### config.mk
export PLATFORM = sky130hd
export DESIGN_NAME = gestion_ad_review_flat
export DESIGN_NICKNAME = d
export VERILOG_FILES = /design/src/rtl/gestion_ad_review_if.sv /design/src/rtl/gestion_ad_review.sv /design/src/flat_wrapper.sv
export SDC_FILE = /design/constraint.sdc
export NUM_CORES = 1
export LEC_CHECK = 0
export CAP_MARGIN = 20
export CORE_MARGIN = 8
export CORE_UTILIZATION = 52
export CTS_CLUSTER_DIAMETER = 50
export CTS_CLUSTER_SIZE = 28
export DETAILED_ROUTE_END_ITERATION = 8
export GPL_ROUTABILITY_DRIVEN = 0
export PLACE_DENSITY = 0.8
export SKIP_LAST_GASP = 1
export SYNTH_ARGS = -nofsm -noshare
export SYNTH_HDL_FRONTEND = slang
export SYNTH_SLANG_ARGS = --single-unit
### constraint.sdc
create_clock -name Clk -period 3.4 [get_ports Clk]
set_input_delay 0.68 -clock Clk [delete_from_list [all_inputs] [get_ports Clk]]
set_output_delay 0.68 -clock Clk [all_outputs]
set_load 0.05 [all_outputs]
### src/rtl/gestion_ad_review_if.sv
// rtl/gestion_ad_review_if.sv - control and address signals of the record/review address manager
interface gestion_ad_review_if #(
  parameter int ADDR_W = 7
);
  logic              Mode;
  logic              WriteEn;
  logic              RetourArriere;
  logic              Avance;
  logic [ADDR_W-1:0] AdWrite;
  logic [ADDR_W-1:0] AdRead;
  logic [ADDR_W-1:0] AdMax;
  logic              Full;
  logic              Empty;
  logic              Review;

  modport master (
    output Mode, WriteEn, RetourArriere, Avance,
    input  AdWrite, AdRead, AdMax, Full, Empty, Review
  );

  modport slave (
    input  Mode, WriteEn, RetourArriere, Avance,
    output AdWrite, AdRead, AdMax, Full, Empty, Review
  );
endinterface

### src/rtl/gestion_ad_review.sv
// rtl/gestion_ad_review.sv - sample memory write/review address manager with bounded step-through
module gestion_ad_review #(
  parameter int ADDR_W      = 7,
  parameter int POLARITY_RA = 1,
  parameter int POLARITY_AV = 1,
  parameter int MODE        = 1,
  parameter int WRAP        = 0
) (
  input logic               Clk,
  input logic               Reset,
  gestion_ad_review_if.slave bus
);

  typedef enum logic {NORMAL, REVIEW} state_t;

  state_t            state;
  logic              ra_now, ra_prev, av_now, av_prev;
  logic [ADDR_W:0]   count;
  logic [ADDR_W-1:0] ad_write, ad_read, ad_max;
  logic              empty, review;

  logic              pol_mode, ra_step, av_step, full;
  logic [ADDR_W-1:0] oldest;

  assign pol_mode = (MODE != 0) ? bus.Mode : ~bus.Mode;
  assign ra_step  = ra_now & ~ra_prev;
  assign av_step  = av_now & ~av_prev;
  // count never exceeds DEPTH, so its top bit alone marks the full condition
  assign full     = count[ADDR_W];
  assign oldest   = ((WRAP != 0) && full) ? ad_write : '0;

  always_ff @(posedge Clk) begin
    if (Reset) begin
      state    <= NORMAL;
      ra_now   <= 1'b1;
      ra_prev  <= 1'b1;
      av_now   <= 1'b1;
      av_prev  <= 1'b1;
      count    <= '0;
      ad_write <= '0;
      ad_read  <= '0;
      ad_max   <= '0;
      empty    <= 1'b1;
      review   <= 1'b0;
    end else begin
      ra_now  <= (POLARITY_RA != 0) ? bus.RetourArriere : ~bus.RetourArriere;
      ra_prev <= ra_now;
      av_now  <= (POLARITY_AV != 0) ? bus.Avance : ~bus.Avance;
      av_prev <= av_now;
      case (state)
        NORMAL: begin
          if (!pol_mode) begin
            state   <= REVIEW;
            review  <= 1'b1;
            ad_read <= ad_max;
          end
          if (bus.WriteEn && !(full && (WRAP == 0))) begin
            ad_max   <= ad_write;
            ad_write <= ad_write + 1'b1;
            if (!full) count <= count + 1'b1;
            empty    <= 1'b0;
          end
        end
        REVIEW: begin
          if (pol_mode) begin
            state  <= NORMAL;
            review <= 1'b0;
          end else if (!empty && (ra_step ^ av_step)) begin
            // window is oldest..ad_max going upward, so the bounds are plain equality tests
            if (ra_step && (ad_read != oldest)) ad_read <= ad_read - 1'b1;
            if (av_step && (ad_read != ad_max)) ad_read <= ad_read + 1'b1;
          end
        end
        default: state <= NORMAL;
      endcase
    end
  end

  assign bus.AdWrite = ad_write;
  assign bus.AdRead  = ad_read;
  assign bus.AdMax   = ad_max;
  assign bus.Full    = full;
  assign bus.Empty   = empty;
  assign bus.Review  = review;

endmodule
### src/flat_wrapper.sv
// flat-port wrapper written by rule: the top's interface ports become plain ports
module gestion_ad_review_flat 
#(
  parameter int ADDR_W      = 7,
  parameter int POLARITY_RA = 1,
  parameter int POLARITY_AV = 1,
  parameter int MODE        = 1,
  parameter int WRAP        = 0
)
  (Clk, Reset, bus_Mode, bus_WriteEn, bus_RetourArriere, bus_Avance, bus_AdWrite, bus_AdRead, bus_AdMax, bus_Full, bus_Empty, bus_Review);
  gestion_ad_review_if #(.ADDR_W(ADDR_W)) bus_i ();
  input logic Clk;
  input logic Reset;
  input wire logic [$bits(bus_i.Mode)-1:0] bus_Mode;
  input wire logic [$bits(bus_i.WriteEn)-1:0] bus_WriteEn;
  input wire logic [$bits(bus_i.RetourArriere)-1:0] bus_RetourArriere;
  input wire logic [$bits(bus_i.Avance)-1:0] bus_Avance;
  output wire logic [$bits(bus_i.AdWrite)-1:0] bus_AdWrite;
  output wire logic [$bits(bus_i.AdRead)-1:0] bus_AdRead;
  output wire logic [$bits(bus_i.AdMax)-1:0] bus_AdMax;
  output wire logic [$bits(bus_i.Full)-1:0] bus_Full;
  output wire logic [$bits(bus_i.Empty)-1:0] bus_Empty;
  output wire logic [$bits(bus_i.Review)-1:0] bus_Review;
  assign bus_i.Mode = bus_Mode;
  assign bus_i.WriteEn = bus_WriteEn;
  assign bus_i.RetourArriere = bus_RetourArriere;
  assign bus_i.Avance = bus_Avance;
  assign bus_AdWrite = bus_i.AdWrite;
  assign bus_AdRead = bus_i.AdRead;
  assign bus_AdMax = bus_i.AdMax;
  assign bus_Full = bus_i.Full;
  assign bus_Empty = bus_i.Empty;
  assign bus_Review = bus_i.Review;
  gestion_ad_review #(.ADDR_W(ADDR_W), .POLARITY_RA(POLARITY_RA), .POLARITY_AV(POLARITY_AV), .MODE(MODE), .WRAP(WRAP)) u_core (.Clk(Clk), .Reset(Reset), .bus(bus_i));
endmodule
## After elaboration in Yosys (flattened, before gate mapping)

Index checks and enable logic that the tools add are counted.

| storage, ports and cells | value |
|---|---|
| register bits | 36 |
| memory bits (read-only) | 0 |
| memory bits (writable) | 0 |
| memories | 0 |
| bits in latches | 0 |
| output and inout port bits | 24 |
| logic and storage cells | 51 |

| cells by class | value |
|---|---|
| multipliers | 0 |
| reduce and logical (&&, ||, !) cells | 11 |
| order comparisons | 0 |
| bitwise logic cells | 7 |
| $add $sub $neg | 4 |
| muxes and demuxes | 11 |
| equal/unequal tests | 6 |
| shift operators | 0 |
| div/mod/pow operators | 0 |

Operator list:

| kind | number |
|---|---|
| 7-bit 2-to-1 mux | 5 |
| 7-bit by 1-bit adder with 7-bit output, second input constant | 2 |
| 7-bit one-hot mux with 2 select lines | 1 |
| 8-bit by 1-bit adder with 8-bit output, second input constant | 1 |
| 8-bit 2-to-1 mux | 1 |
| 2-bit != test, second input constant | 4 |
| 7-bit != test | 1 |
| 7-bit nonzero test | 1 |
| 7-bit by 1-bit subtractor with 7-bit output, second input constant | 1 |
| 1-bit logical AND | 4 |
| 1-bit NOT | 4 |
| 2-bit AND reduction | 2 |
| 4-bit AND reduction | 1 |
| 1-bit 2-to-1 mux | 3 |
| 3-bit != test, second input constant | 1 |
| 3-bit AND reduction | 1 |
| 1-bit AND | 2 |
| 1-bit logical NOT | 2 |
| 1-bit one-hot mux with 2 select lines | 1 |
| 1-bit bitwise XOR | 1 |

## Longest topological paths before layout

Gate-level depths: netlist of the first run.

| depth | value |
|---|---|
| word-level depth | 8 |
| gate-level depth with buffers | 10 |

## Worst setup path after synthesis of the first run

OpenSTA, ideal clock, no wires.

| path | value |
|---|---|
| kind | reg-to-reg |
| start | reg u_core.ad_read[0], in the netlist u_core.bus.AdRead[0] |
| end | reg u_core.ad_read[6], in the netlist u_core.bus.AdRead[6] |
| setup slack | 565 ps |
| data arrival time | 2744 ps |
| period minus slack after synthesis | 2835 ps |
| stages on the path, launching flop included | 11 |
| path buffers | 0 |
| path through | dfxtp_1 xnor2_1 nand3_1 o21a_1 inv_1 fa_1 a211oi_1 o21bai_1 a211oi_1 mux2i_1 a311oi_1 |

| between the ends | value |
|---|---|
| cells in the longest elaborated chain, start to end | 6 |
| elaborated cells on any way between the ends | 13 |

Ends and longest elaborated chain:

| item | RTL line | RTL |
|---|---|---|
| start: declaration | gestion_ad_review.sv:19 | `logic [ADDR_W-1:0] ad_write, ad_read, ad_max;` |
| start signal: assignment | gestion_ad_review.sv:55 | `ad_read <= ad_max;` |
| start signal: assignment | gestion_ad_review.sv:70 | `if (ra_step && (ad_read != oldest)) ad_read <= ad_read - 1'b1;` |
| start signal: assignment | gestion_ad_review.sv:71 | `if (av_step && (ad_read != ad_max)) ad_read <= ad_read + 1'b1;` |
| 7-bit by 1-bit subtractor with 7-bit output or 7-bit != test (tied branches) | gestion_ad_review.sv:70, gestion_ad_review.sv:71 |  |
| 7-bit 2-to-1 mux or 1-bit logical AND (tied branches) | gestion_ad_review.sv:70, gestion_ad_review.sv:71 |  |
| 7-bit 2-to-1 mux | gestion_ad_review.sv:71 |  |
| 7-bit 2-to-1 mux | gestion_ad_review.sv:68 | `end else if (!empty && (ra_step ^ av_step)) begin` |
| 7-bit 2-to-1 mux | gestion_ad_review.sv:65 | `if (pol_mode) begin` |
| 7-bit one-hot mux with 2 select lines | gestion_ad_review.sv:50 | `case (state)` |

Parallel ways exist; a longest one is shown, timed or not. The select of a mux whose other input is x is not followed.
A chain may end at the register's enable or synchronous reset.

## Final worst setup path of the first run

| path | value |
|---|---|
| start | reg u_core.ad_read[0], in the netlist u_core.bus.AdRead[0] |
| end | reg u_core.ad_read[5], in the netlist u_core.bus.AdRead[5] |

The elaborated chain is that of the path after synthesis.

==> flow_summary.toml, run 1 <==
[status]
status = "complete, no violations"

[synth]
async_flop_share = 0
synth_nets = 223
netlist_instances = 207
synth-seq-cells = 36
synth_top_family_by_area = "simple AND/OR/NAND/NOR gates"
synth_edf_count = 0
syn_avg_cell_area_um2 = 8.83
synth_ff_type = "dfxtp_1"
yosys.area_share.simple = 0.204
synth-xor-area-share = 0.0910
syn-cell-area_um2 = 1830
synth_fa_ha_area_frac = 0.0726
synth_compound_area_frac = 0.195
synth_cell_type_count = 40
synthMuxAreaShare = 0.0226
yosys_warnings = 0
yosysSeqAreaShare = 0.394

[power_and_ir_drop]
p_per_area_nw_per_um2 = 437
cellLeakagePower_nw = 0.810
ir_drop_v = 0.000278
power.total_mw = 0.985

[flow_run]
drv_cap = 0

[detailed_routing]
antenna_left = 0
initialDrtViolationCount = 81
drc = 0
drt-pass1-iter-count = 4
post_drt_wl_per_cell_um = 14.2
vias = 1570
vias_per_cell = 5.49
finalWirelength_um = 4060

[floorplan]
coreArea_um2 = 3360
die_y_um = 75.3
fp-row-count = 21
die_w_um = 75.3
dieArea_um2 = 5670
ios = 30
initial_core_util = 0.544

[worst_setup_path]
cpMaxStageDelayCell = "dfxtp_1"
cp.required_ns = 3.66
critical_path.max_stage_delay_ns = 0.51
cp-start-kind = "flip-flop"
crit_type = "flip-flop to flip-flop"
path_cells = "xnor2_1 -> nand3_1 -> o21a_1 -> inv_1 -> ha_1 -> a211oi_1 -> o21bai_1 -> a21oi_1 -> mux2_2 -> a311oi_1"
crit_family = "compound AO/OA/AOI/OAI gates"
end_kind = "flip-flop"
critPathMaxFanout = 7
cp.arrival_ns = 3.06
crit_buf_inv = 1

[sta]
tightest_slew_ns = 0.516
max-slew-margin-rel = 0.655
finalCriticalPeriod_ns = 2.80
fin_setup_tns_ns = 0
final.setup_skew_ns = 0.00785
worst_slack_ns = 0.600
fin_crit_sh = 0.824
setup_viol = 0
fmax_mhz = 357
hold_viol = 0
rsz0062_at_grt = "no"
drv_slew = 0

[final_layout]
final_common_cell = "dfxtp_1"
layout-drive-gt1-share = 0.0833
layout.nets = 255
area_delta_synth_final_pct = 23.2
postLayoutCoreUtil = 0.670
layout_common_cells = "dfxtp_1, clkdlybuf4s50_1, nand2_1, nor2_1, a21oi_1"
diodes = 0

[grt]
grt_pass1_wl_um = 6980
grt_pass1_vias = 1527
antenna_found_initial = 0
grtUsageTotal = 0.158
grt_max_degree = 37
grt_overflow_total = 0

[clock_tree]
clkTransAtPathRegs_ns = 0.11
cts_setup_buffers = 0
cts_tree = "built"
numCtsBuffers = 5
clock-sinks = 36
clk_latency_ns = 0.34
ctsHoldBuffers = 0
clk_path_buf_depth = 2
ctsRootBufferMaster = "clkbuf_4"
cts_max_level = 2
cts_resized = 0

[placement]
dp.final_hpwl_um = 3010
post-place-ws_ns = 0.655
io_buffers = 29

[min_path]
hold_path.class = "flip-flop to flip-flop"
worst register-to-register path: stages (launching register included):
cell      delay, ns
dfxtp_1        0.51
xnor2_1        0.16
nand3_1        0.14
o21a_1         0.26
inv_1          0.20
ha_1           0.29
a211oi_1       0.31
o21bai_1       0.13
a21oi_1        0.18
mux2_2         0.36
a311oi_1       0.19
metal layers:
metal / global-route usage / routed length (um)
met5: 0 / 0
met4: 0.0576 / 54
met3: 0.0408 / 208
met2: 0.250 / 1870
met1: 0.201 / 1940
synthesized netlist by cell type (2+ instances only):
cell	n	area share
nor3_1	10	0.027
o21bai_1	2	0.0082
a21oi_1	16	0.044
o21ai_0	6	0.016
nand2_1	26	0.053
or2_2	4	0.014
a21o_1	3	0.012
nand2b_1	3	0.010
o21a_1	2	0.0082
o2bb2ai_1	2	0.0096
a311oi_1	2	0.0096
and3_1	2	0.0068
a211oi_1	8	0.033
xor2_1	8	0.038
nor2_1	18	0.037
dfxtp_1	36	0.39
xnor2_1	11	0.053
nand4_1	6	0.021
ha_1	9	0.062
inv_1	3	0.0062
mux2i_1	3	0.016
clkbuf_1	7	0.014
nand3_1	3	0.0082
cells by family (layout without fill, tap and decap cells):
family,Yosys count,count (layout)
xor gates and xnor gates,19,19
and+or+nand+nor,78,78
muxes,4,4
DFF,36,36
buffers and inverters,10,43
AOI/OAI and AO/OA,50,50
adders and majority gates,10,10
final cells by class:
cell class | count | area (um^2)
Fill cell | 313 | 1110
Sequential cell | 36 | 721
Timing Repair Buffer | 32 | 313
Clock buffer | 5 | 37.5
Multi-Input combinational cell | 161 | 1070
Clock inverter | 3 | 42.5
Inverter | 3 | 11.3
Tap cell | 46 | 57.6
stage by stage:
stage	cell area, um^2	hold WS [ns]	cells
global route	2250	0.501	286
detailed placement	2170	0.438	278
global placement	2170	0.426	278
finish	2250	0.456	286
CTS	2250	0.465	286
floorplan	1830	0.409	207
power breakdown:
| part | total, mW | leakage [nW] | internal [mW] | switching, mW |
|---|---|---|---|---|
| logic | 0.222 | 0.475 | 0.0895 | 0.133 |
| clock network | 0.301 | 0.0412 | 0.153 | 0.147 |
| registers | 0.462 | 0.294 | 0.439 | 0.0227 |
registers in the layout (all words and copies together) (netlist names):
| register | cells |
|---|---|
| u_core.count | 8 |
| u_core.bus.AdMax | 7 |
| u_core.bus.AdRead | 7 |
| u_core.bus.AdWrite | 7 |
| u_core.av_now | 1 |
| u_core.av_prev | 1 |
| u_core.bus.Empty | 1 |
| u_core.bus.Review | 1 |
| u_core.ra_now | 1 |
| u_core.ra_prev | 1 |
| u_core.state | 1 |
final timing paths:
| path | start | end | slack, ns | cells past startpoint |
|---|---|---|---|---|
| setup / recovery | u_core.bus.AdRead[0] | u_core.bus.AdRead[5] | 0.60 | 10 |
| hold / removal | u_core.av_now | u_core.av_prev | 0.46 | 1 |
| setup reg to reg | u_core.bus.AdRead[0] | u_core.bus.AdRead[5] | 0.60 | 10 |
| hold reg to reg | u_core.av_now | u_core.av_prev | 0.46 | 1 |
Power figures use the tool's default switching activity.
==> run 2: changes to the inputs <==
- clock period: 3.4 -> 2.6 ns (I/O delays scaled with it)
==> run 2 against run 1 <==
Compared with the run above:
- cell count is 5.2% higher
- critical endpoint unchanged
- clock skew is 0.0024 ns lower
- sequential power is 30% higher
- worst hold slack got worse by 0.0086 ns
- largest power group unchanged
==> flow_summary.toml, run 2 (synthesis results as in run 1) <==
[status]
status = "complete, no violations"

[worst_setup_path]
reg2reg_depth = 10
r2r_end = "u_core.bus.AdRead[5]"
critPathMaxFanout = 6
cp.arrival_ns = 2.71
cp.required_ns = 2.85
reg2reg_slack_ns = 0.13
crit-reg2reg-launch = "u_core.bus.AdRead[3]"
end_kind = "flip-flop"
cp-start-kind = "flip-flop"
crit_type = "flip-flop to flip-flop"

[final_layout]
final_common_cell = "clkdlybuf4s50_1"
regMostFlops = "u_core.count"
largest_reg_flops = 8
diodes = 0
layout_common_cells = "clkdlybuf4s50_1, nand2_1, dfxtp_1, nor2_1, buf_4"
layout-drive-gt1-share = 0.224
layout.nets = 270
area_delta_synth_final_pct = 33.8

[power_and_ir_drop]
clkPwrFrac = 0.314
p_sw_frac = 0.290
ir_drop_v = 0.000412
netSwitchingPower_mw = 0.403
cellLeakagePower_nw = 0.911
p_per_area_nw_per_um2 = 569
internal_power_mw = 0.988
p_comb_frac = 0.253
power.total_mw = 1.39
seqPwrFrac = 0.432

[floorplan]
dieArea_um2 = 5670
fp-row-count = 21
coreArea_um2 = 3360
initial_core_util = 0.544
die_w_um = 75.3
ios = 30
die_y_um = 75.3

[sta]
setup_viol = 0
fmax_mhz = 405
max-slew-margin-rel = 0.658
tightest_slew_ns = 0.511
drv_slew = 0
final.setup_skew_ns = 0.00544
whs_ns = 0.447
fin_crit_sh = 0.949
finalCriticalPeriod_ns = 2.47
hold_viol = 0

[grt]
grt_overflow_total = 0
grt_pass1_wl_um = 7590
grt_max_degree = 37
grt_pass1_vias = 1649
grtUsageTotal = 0.172
antenna_found_initial = 0

[min_path]
hold_path.class = "flip-flop to flip-flop"
whs_endpoint = "u_core.av_prev"
min_from = "u_core.av_now"
whs_path_depth = 1

[flow_run]
drv_cap = 0

[detailed_routing]
vias_per_cell = 5.48
antenna_left = 0
initialDrtViolationCount = 99
finalWirelength_um = 4470
vias = 1650
post_drt_wl_per_cell_um = 14.8
drc = 0
drt-pass1-iter-count = 4

[clock_tree]
cts_tree = "built"
clkTransAtPathRegs_ns = 0.11
cts_max_level = 2
ctsHoldBuffers = 0
clock-sinks = 36
ctsRootBufferMaster = "clkbuf_4"
clk_path_buf_depth = 2
numCtsBuffers = 5
clk_latency_ns = 0.33

[placement]
io_buffers = 29
dp.final_hpwl_um = 3240
[run 2: cell count changes in the layout (fill, tap and decap cells not counted), sizes merged]
cell,change
buf,+15
clkbuf,+2
clkinv,-1
clkinvlp,-1
[run 2: area by class of cell]
cell class,instances,area [um^2]
Tap cell,46,57.6
Inverter,3,13.8
Multi-Input combinational cell,161,1110
Sequential cell,36,741
Fill cell,285,917
Clock buffer,7,65.1
Timing Repair Buffer,47,425
Clock inverter,1,30.0
[run 2: worst max path at each step]
stage / startpoint / end / slack, ns / depth (start not counted)
6_report: u_core.bus.AdRead[3] / u_core.bus.AdRead[5] / 0.13 / 10
5_1_grt: u_core.bus.AdRead[3] / u_core.bus.AdRead[5] / -0.02 / 10
4_1_cts: u_core.bus.AdRead[0] / u_core.bus.AdRead[5] / 0.02 / 10
3_5_place_dp: u_core.bus.AdRead[0] / u_core.bus.AdRead[5] / 0.05 / 10
3_3_place_gp: u_core.bus.AdMax[2] / u_core.bus.AdRead[5] / 0.09 / 10
2_1_floorplan: u_core.bus.AdRead[0] / u_core.bus.AdRead[6] / -0.003 / 10
[run 2: critical path, cell delays in order, from the launching register on]
cell and delay (ns):
dfxtp_4 0.39, xnor2_1 0.16, nand4_1 0.16, o21a_1 0.25, inv_4 0.11, ha_1 0.26
a211oi_2 0.25, o21bai_1 0.10, a21oi_1 0.16, mux2_2 0.36, a311oi_2 0.19
[run 2: power by group through the flow]
stage	clock [mW]	combinational (mW)	sequential, mW
2_1_floorplan	0	0.159	0.669
3_3_place_gp	0	0.315	0.613
3_5_place_dp	0	0.321	0.613
4_1_cts	0.454	0.325	0.601
5_1_grt	0.473	0.382	0.605
6_report	0.437	0.352	0.601
[run 2: timing repair]
action                                  4_1_cts  5_1_grt
endpoints found under the setup margin        0        3
resized for setup                             0       13
buffers inserted                              0        2
hold endpoints to repair                      0        0
[run 2: layer usage]
metal,vias up,GRT usage,part of all wire
met4,0,0.0576,0.0094
met1,773,0.198,0.44
li1,836,-,-
met3,5,0.0434,0.041
met5,-,0,0
met2,36,0.301,0.51
[run 2: per-stage QoR]
stage	setup TNS (ns)	cells	instance area (um^2)	worst slack, ns	utilization
floorplan	-0.00269	207	1850	-0.00269	-
global placement	0	291	2290	0.0915	0.680
detailed placement	0	291	2290	0.0515	0.680
CTS	0	299	2380	0.0232	0.708
global route	-0.0265	301	2450	-0.0167	0.727
finish	0	301	2450	0.133	0.727
